[src/rtl/spiker_reader.sv]
// spiker_reader
//   Stages a spike frame written word-by-word from the register file, then on
//   start_i snapshots it into a shadow buffer and presents it to the core for
//   N_STEPS ready/valid handshakes, with a one-cycle gap between timesteps.
//
// Ports
//   clk_i           clock, rising edge
//   rst_ni          asynchronous active-low reset
//   test_mode_i     test-mode tie, functionally unused
//   reg_we_i        word write strobe (accepted only while not busy)
//   reg_widx_i      word index, valid range 0..N_REG-1
//   reg_wdata_i     word data
//   start_i         inference start pulse (accepted only while not busy)
//   ip_ready_i      core ready for a spike vector
//   spikes_o        shadow frame bits [N_SPIKES-1:0]
//   spikes_valid_o  spikes_o valid (DRIVE state)
//   sample_o        one-cycle pulse after each accepted vector
//   busy_o          inference in progress (DRIVE or GAP)
//   done_o          inference finished, held until the next start
//   err_o           sticky error: bad index, or write/start while busy
module spiker_reader #(
    parameter int unsigned WIDTH    = 32,
    parameter int unsigned N_SPIKES = 784,
    parameter int unsigned N_REG    = 25,
    parameter int unsigned N_STEPS  = 15
) (
    input  logic                     clk_i,
    input  logic                     rst_ni,
    input  logic                     test_mode_i,
    input  logic                     reg_we_i,
    input  logic [$clog2(N_REG)-1:0] reg_widx_i,
    input  logic [WIDTH-1:0]         reg_wdata_i,
    input  logic                     start_i,
    input  logic                     ip_ready_i,
    output logic [N_SPIKES-1:0]      spikes_o,
    output logic                     spikes_valid_o,
    output logic                     sample_o,
    output logic                     busy_o,
    output logic                     done_o,
    output logic                     err_o
);

    localparam int unsigned IDX_W   = $clog2(N_REG);
    localparam int unsigned IDXP_W  = IDX_W + 1;
    localparam int unsigned CNT_W   = $clog2(N_STEPS) + 1;
    localparam int unsigned FRAME_W = N_REG * WIDTH;

    localparam logic [IDX_W:0]   N_REG_L   = IDXP_W'(N_REG);
    localparam logic [CNT_W-1:0] LAST_STEP = CNT_W'(N_STEPS - 1);

    typedef enum logic [1:0] {
        S_IDLE,
        S_DRIVE,
        S_GAP,
        S_DONE
    } state_e;

    state_e           state_q, state_d;
    logic [CNT_W-1:0] step_q, step_d;
    logic [WIDTH-1:0] stage_q  [N_REG];
    logic [WIDTH-1:0] shadow_q [N_REG];
    logic             sample_q;
    logic             err_q;

    logic             busy;
    logic             start_ok;
    logic             wr_in_range;
    logic             wr_ok;
    logic             err_set;
    logic             handshake;
    logic [FRAME_W-1:0] frame_flat;

    logic unused_test_mode;
    assign unused_test_mode = test_mode_i;

    assign busy        = (state_q == S_DRIVE) || (state_q == S_GAP);
    assign start_ok    = start_i && !busy;
    assign wr_in_range = {1'b0, reg_widx_i} < N_REG_L;
    assign wr_ok       = reg_we_i && wr_in_range && !busy;
    assign err_set     = (reg_we_i && (!wr_in_range || busy)) || (start_i && busy);
    assign handshake   = (state_q == S_DRIVE) && ip_ready_i;

    // Next-state logic; ip_ready_i is only looked at in DRIVE.
    always_comb begin
        state_d = state_q;
        step_d  = step_q;
        unique case (state_q)
            S_IDLE, S_DONE: begin
                if (start_i) begin
                    state_d = S_DRIVE;
                    step_d  = '0;
                end
            end
            S_DRIVE: begin
                if (ip_ready_i) begin
                    if (step_q == LAST_STEP) begin
                        state_d = S_DONE;
                    end else begin
                        step_d  = step_q + CNT_W'(1);
                        state_d = S_GAP;
                    end
                end
            end
            S_GAP: begin
                state_d = S_DRIVE;
            end
            default: begin
                state_d = S_IDLE;
            end
        endcase
    end

    always_ff @(posedge clk_i or negedge rst_ni) begin
        if (!rst_ni) begin
            state_q  <= S_IDLE;
            step_q   <= '0;
            sample_q <= 1'b0;
            err_q    <= 1'b0;
        end else begin
            state_q  <= state_d;
            step_q   <= step_d;
            sample_q <= handshake;
            // A new error in the same cycle as an accepted start wins.
            if (err_set) begin
                err_q <= 1'b1;
            end else if (start_ok) begin
                err_q <= 1'b0;
            end
        end
    end

    // Staging and shadow buffers. The shadow takes the staging contents as
    // they were before any write landing on the same edge.
    always_ff @(posedge clk_i or negedge rst_ni) begin
        if (!rst_ni) begin
            for (int unsigned k = 0; k < N_REG; k++) begin
                stage_q[k]  <= '0;
                shadow_q[k] <= '0;
            end
        end else begin
            for (int unsigned k = 0; k < N_REG; k++) begin
                if (wr_ok && (reg_widx_i == IDX_W'(k))) begin
                    stage_q[k] <= reg_wdata_i;
                end
                if (start_ok) begin
                    shadow_q[k] <= stage_q[k];
                end
            end
        end
    end

    always_comb begin
        frame_flat = '0;
        for (int unsigned k = 0; k < N_REG; k++) begin
            frame_flat[k*WIDTH +: WIDTH] = shadow_q[k];
        end
    end

    if (FRAME_W > N_SPIKES) begin : g_excess
        logic [FRAME_W-N_SPIKES-1:0] unused_frame_hi;
        assign unused_frame_hi = frame_flat[FRAME_W-1:N_SPIKES];
    end

    assign spikes_o       = frame_flat[N_SPIKES-1:0];
    assign spikes_valid_o = (state_q == S_DRIVE);
    assign sample_o       = sample_q;
    assign busy_o         = busy;
    assign done_o         = (state_q == S_DONE);
    assign err_o          = err_q;

endmodule

[config.mk]
export PLATFORM = sky130hd
export DESIGN_NAME = spiker_reader
export DESIGN_NICKNAME = d
export VERILOG_FILES = /design/src/rtl/spiker_reader.sv
export SDC_FILE = /design/constraint.sdc
export NUM_CORES = 2
export LEC_CHECK = 0
export CORE_ASPECT_RATIO = 0.6
export CORE_MARGIN = 8
export CORE_UTILIZATION = 54
export DETAILED_ROUTE_END_ITERATION = 8
export GPL_ROUTABILITY_DRIVEN = 0
export PLACE_DENSITY = 0.79
export SYNTH_ARGS = -nofsm -noshare
export SYNTH_HDL_FRONTEND = slang
export SYNTH_SLANG_ARGS = --single-unit
[constraint.sdc]
create_clock -name clk_i -period 2.6 [get_ports clk_i]
set_clock_uncertainty 0.1 [all_clocks]
set_input_delay 0.52 -clock clk_i [delete_from_list [all_inputs] [get_ports clk_i]]
set_output_delay 0.52 -clock clk_i [all_outputs]
set_load 0.02 [all_outputs]
-- Yosys cells after proc, flatten, opt, wreduce, memory -nomap -nowiden
Index checks and enable logic that the tools add are counted.
- flip-flop bits (word level): 1577
- input bits: 43
- output and inout bits: 789
- add/subtract/negate cells: 1
- order comparisons: 1
- equality and inequality tests: 31
- mux-type cells: 10
- reduce and logical (&&, ||, !) cells: 43
- operator list (kind ; count):
    == test 5 x 4 -> 1 bit (second input constant) ; 9
    == test 5 bit (second input constant) ; 9
    logical AND 1 bit ; 31
    == test 5 x 3 -> 1 bit (second input constant) ; 4
    two-way mux 5 bit ; 3
    == test 5 x 2 -> 1 bit (second input constant) ; 2
    case mux 5 bit (2 select lines) ; 1
    inequality test 2 bit (second input constant) ; 3
    case mux 2 bit (3 select lines) ; 1
    adder 5 x 1 -> 5 bit (second input constant) ; 1
    == test 5 x 1 -> 1 bit (second input constant) ; 1
    zero test 5 bit ; 1
    less-than comparator 5 bit (second input constant) ; 1
    == test 2 bit (second input constant) ; 2
    two-way mux 2 bit ; 2
    AND reduction 4 bit ; 1
    nonzero test 2 bit ; 2
    logical OR 1 bit ; 3
    two-way mux 1 bit ; 3
    == test 2 x 1 -> 1 bit (second input constant) ; 1
    zero test 1 bit ; 2
    zero test 2 bit ; 1
    AND reduction 2 bit ; 1
    OR reduction 2 bit ; 1

-- Logic depth before layout (Yosys ltp)
- depth in word-level cells: 6
- mapped depth: 9
- gate-level depth less buffers: 6

-- Worst setup path after synthesis
Ideal clock, no wire load.
- path kind: register -> register
- start point: register state_q[0]
- end point: register stage_q[513] in the netlist's numbering
- setup time: 0.125 ns
- arrival time: 2.034 ns
- data required time: 2.375 ns
- setup slack: 0.342 ns
- stages on the path, launching flop included: 8
- buffers on the path: 2
- period minus slack after synthesis: 2.258 ns
- path through: dfrtp_1 ha_1 buf_2 nand2_1 a211o_4 nor3_4 buf_6 mux2_2
- word-level cells in the longest chain between the ends: 5
- RTL lines (what ; RTL line ; text):
    start, declared ; 58 ; state_e state_q, state_d;
    start signal, assigned ; 120 ; state_q <= state_d;
    == test 2 x 1 -> 1 bit / == test 2 bit (equally long branches) ; 76 ; assign busy = (state_q == S_DRIVE) || (state_q == S_GAP);
    logical OR 1 bit * ; 76 ;
    zero test 1 bit * ; 79 ; assign wr_ok = reg_we_i && wr_in_range && !busy;
    logical AND 1 bit * ; 79 ;
    logical AND 1 bit * ; 142 ; if (wr_ok && (reg_widx_i == IDX_W'(k))) begin
    end signal, assigned by index ; 143 ; stage_q[k] <= reg_wdata_i;
    end, declared ; 60 ; logic [WIDTH-1:0] stage_q [N_REG];
Mark *: on every way between the ends. The rest lies on a longest branch, timed or not.
A chain may end at the register's enable or synchronous reset.

-- Worst setup path in the final report
- start point: register state_q[1]
- end point: register stage_q[679] in the netlist's numbering
The elaborated chain is that of the path after synthesis.

==> out/results.txt <==
Outcome = finished clean
Top-area cell type share of the netlist area = 66.90%
Wirelength per Cell = 28.48 µm
Share of layout cells above drive strength 1 = 45.10%
Unique masters post-synth = 42
Largest net degree at the start of global routing = 114
CP endpoint kind = flip-flop
Initial DRC count = 2019
Die ar. = 0.1204 mm²
Seq/Total Area, Yosys = 66.90%
Initial Util = 54.16%
Area Overhead vs Synth = 27.80%
Worst-path clk slew = 70 ps
Num CTS Buffers = 140
R2R depth = 8
# Max-Cap Violations = 0
Crit Path Category = flip-flop to flip-flop
CP startpoint kind = flip-flop
Hold Path Stages = 2
Post-synth EDFFs = 0
Antenna viol nets, final = 0
Final slew viol count = 0
Tcrit/Tclk final = 96.49%
CTS max path bufs = 3
Syn avg cell area = 17.01 µm²
Vias/cell = 5.645
Row cnt = 94
Netlist Area Pre-Place = 0.05899 mm²
Top post-synthesis cells by area = dfrtp_1 67%, mux2_2 30%, buf_2 0.93%
CTS tree = built
Syn_nets = 3515
Area after DPL = 0.07066 mm²
Share of async-settable or async-resettable flops after synthesis = 100.0%
FF+latch count, synth = 1577
First-pass GRT wire length = 251300 µm
Core ar. = 0.1089 mm²
YS warnings = 0
Total I/O pin count = 832
Fin nets = 4465
Fin crit period = 2509 ps
Fillers = 7001
Placed insts = 5715
GRT Util Overall = 27.88%
Vias in the first global route = 36650
Post-layout util = 69.22%
Initial antenna violation count = 21
Max-slew headroom = 29.72%
Crit-path max FO = 32
Min Hold Slack = 184.2 ps
Post-DP HPWL = 115900 µm
Leak = 36.54 nW
CP required = 3130 ps
Pwr Density = 1144 mW/mm²
Final wirelength = 169900 µm
Power consumption = 86.25 mW
Synth cell count leaders = 1577 x dfrtp_1, 1548 x mux2_2, 110 x buf_2
Routed via count = 33690
Clock Sinks = 1577
# H-tree levels = 4
Sum of negative setup slack = 0 ps
Area of the multi-input gates = 0.01834 mm²
Grt total ovfl = 0
CTS root buffer = clkbuf_16
Drt first pass iters = 5
Worst min path class = primary input to flip-flop
Yosys top cell by area = dfrtp_1
Worst Setup Slack, final = 91.21 ps
Post-CTS Setup Bufs = 0
Design area = 0.07539 mm²
Die height = 272.0 µm
Clk_lat worst skew = 770 ps
Max VDD drop = 798.9 µV
DRC errors left = 0
Final hold vios = 0
Most used DFF post-synth = dfrtp_1
Most numerous cell in the Yosys netlist = dfrtp_1
Worst EP arrival = 3040 ps
Final setup viols = 0
PortBufs = 830
Finished Layout Cells = 5967
Die width = 442.7 µm
Worst-Margin Slew = 1054 ps
Sequential cell area = 0.03946 mm²
Pre-CTS setup slack = -87.66 ps
Synthesized netlist cell count = 3468
Fmax = 398.6 MHz
==> routing by layer <==
metal  share of wire, %  track usage [%]  vias up  wire length (µm)
met5                  0                0        -                 0
met4                4.1            11.20        0              7043
met3                5.7            6.063      281              9662
met2                 48            45.47      923             82100
met1                 42            36.81    18380             71120
li1                   -                -    14100                 -
==> state kept, by name (all words and copies together), names as in the netlist <==
signal	count
sample_o	1
stage_q	784
spikes_o	784
err_o	1
state_q	2
step_q	5
==> kinds of logic after synthesis <==
kind of cell	Yosys count	synth area share, %
AND/OR/NAND/NOR	63	0.6894
adder cells (fa/ha/maj)	4	0.08485
flip-flops	1577	66.90
buffers and inverters	240	2.178
XOR/XNOR	1	0.01485
multiplexers	1570	29.97
AO/OA/AOI/OAI	13	0.1633
==> critical path, cell delays in order (launching register included) <==
cell and delay, ps:
dfrtp_1 400, inv_1 60, ha_1 330, buf_12 150, nor3b_2 230, and3b_1 210, and3_2 220, buf_12 230
mux2_2 390
==> timing repair <==
item | 4_1_cts | 5_1_grt
hold buffers | 1 | 0
endpoints found under the hold margin | 720 | 0
resized for setup | 7 | 0
setup endpoints to repair | 3 | 0
==> area by class of cell <==
class	instances	area share, %
Inverter	7	0.03485
Clock buffer	189	5.351
Antenna cell	6	0.01992
Multi-Input combinational cell	1651	24.32
Sequential cell	1577	52.35
Tap cell	1440	2.390
Timing Repair Buffer	1041	14.64
Clock inverter	56	0.8946
==> layout by cell type (no fill, tap or decap), types with 7 or more instances in the layout <==
cell             count
nand2_2              8
clkbuf_16          145
mux2_1              20
nand3_1              9
buf_2               22
dfrtp_1           1577
bufinv_16           10
clkbuf_8            24
buf_4              111
nor2_4              10
buf_12              99
mux2_2            1548
clkbuf_1            20
clkinv_2            27
clkdlybuf4s50_1    805
inv_1                7
==> where the power goes <==
group          internal [mW]  switching (mW)
clock network           12.0            9.25
registers               32.2            4.36
logic                   15.1            13.4
total                   59.3            27.0
==> final timing paths <==
kind / start / end / slack (ps)
max reg2reg: state_q[1] / stage_q[679] / 90
max in group asynchronous: rst_ni / spikes_o[544] / 1120
min in group asynchronous: rst_ni / stage_q[726] / 200
min: reg_wdata_i[26] / stage_q[186] / 180
max: state_q[1] / stage_q[679] / 90
min reg2reg: stage_q[262] / stage_q[262] / 380
Power figures use the tool's default switching activity.
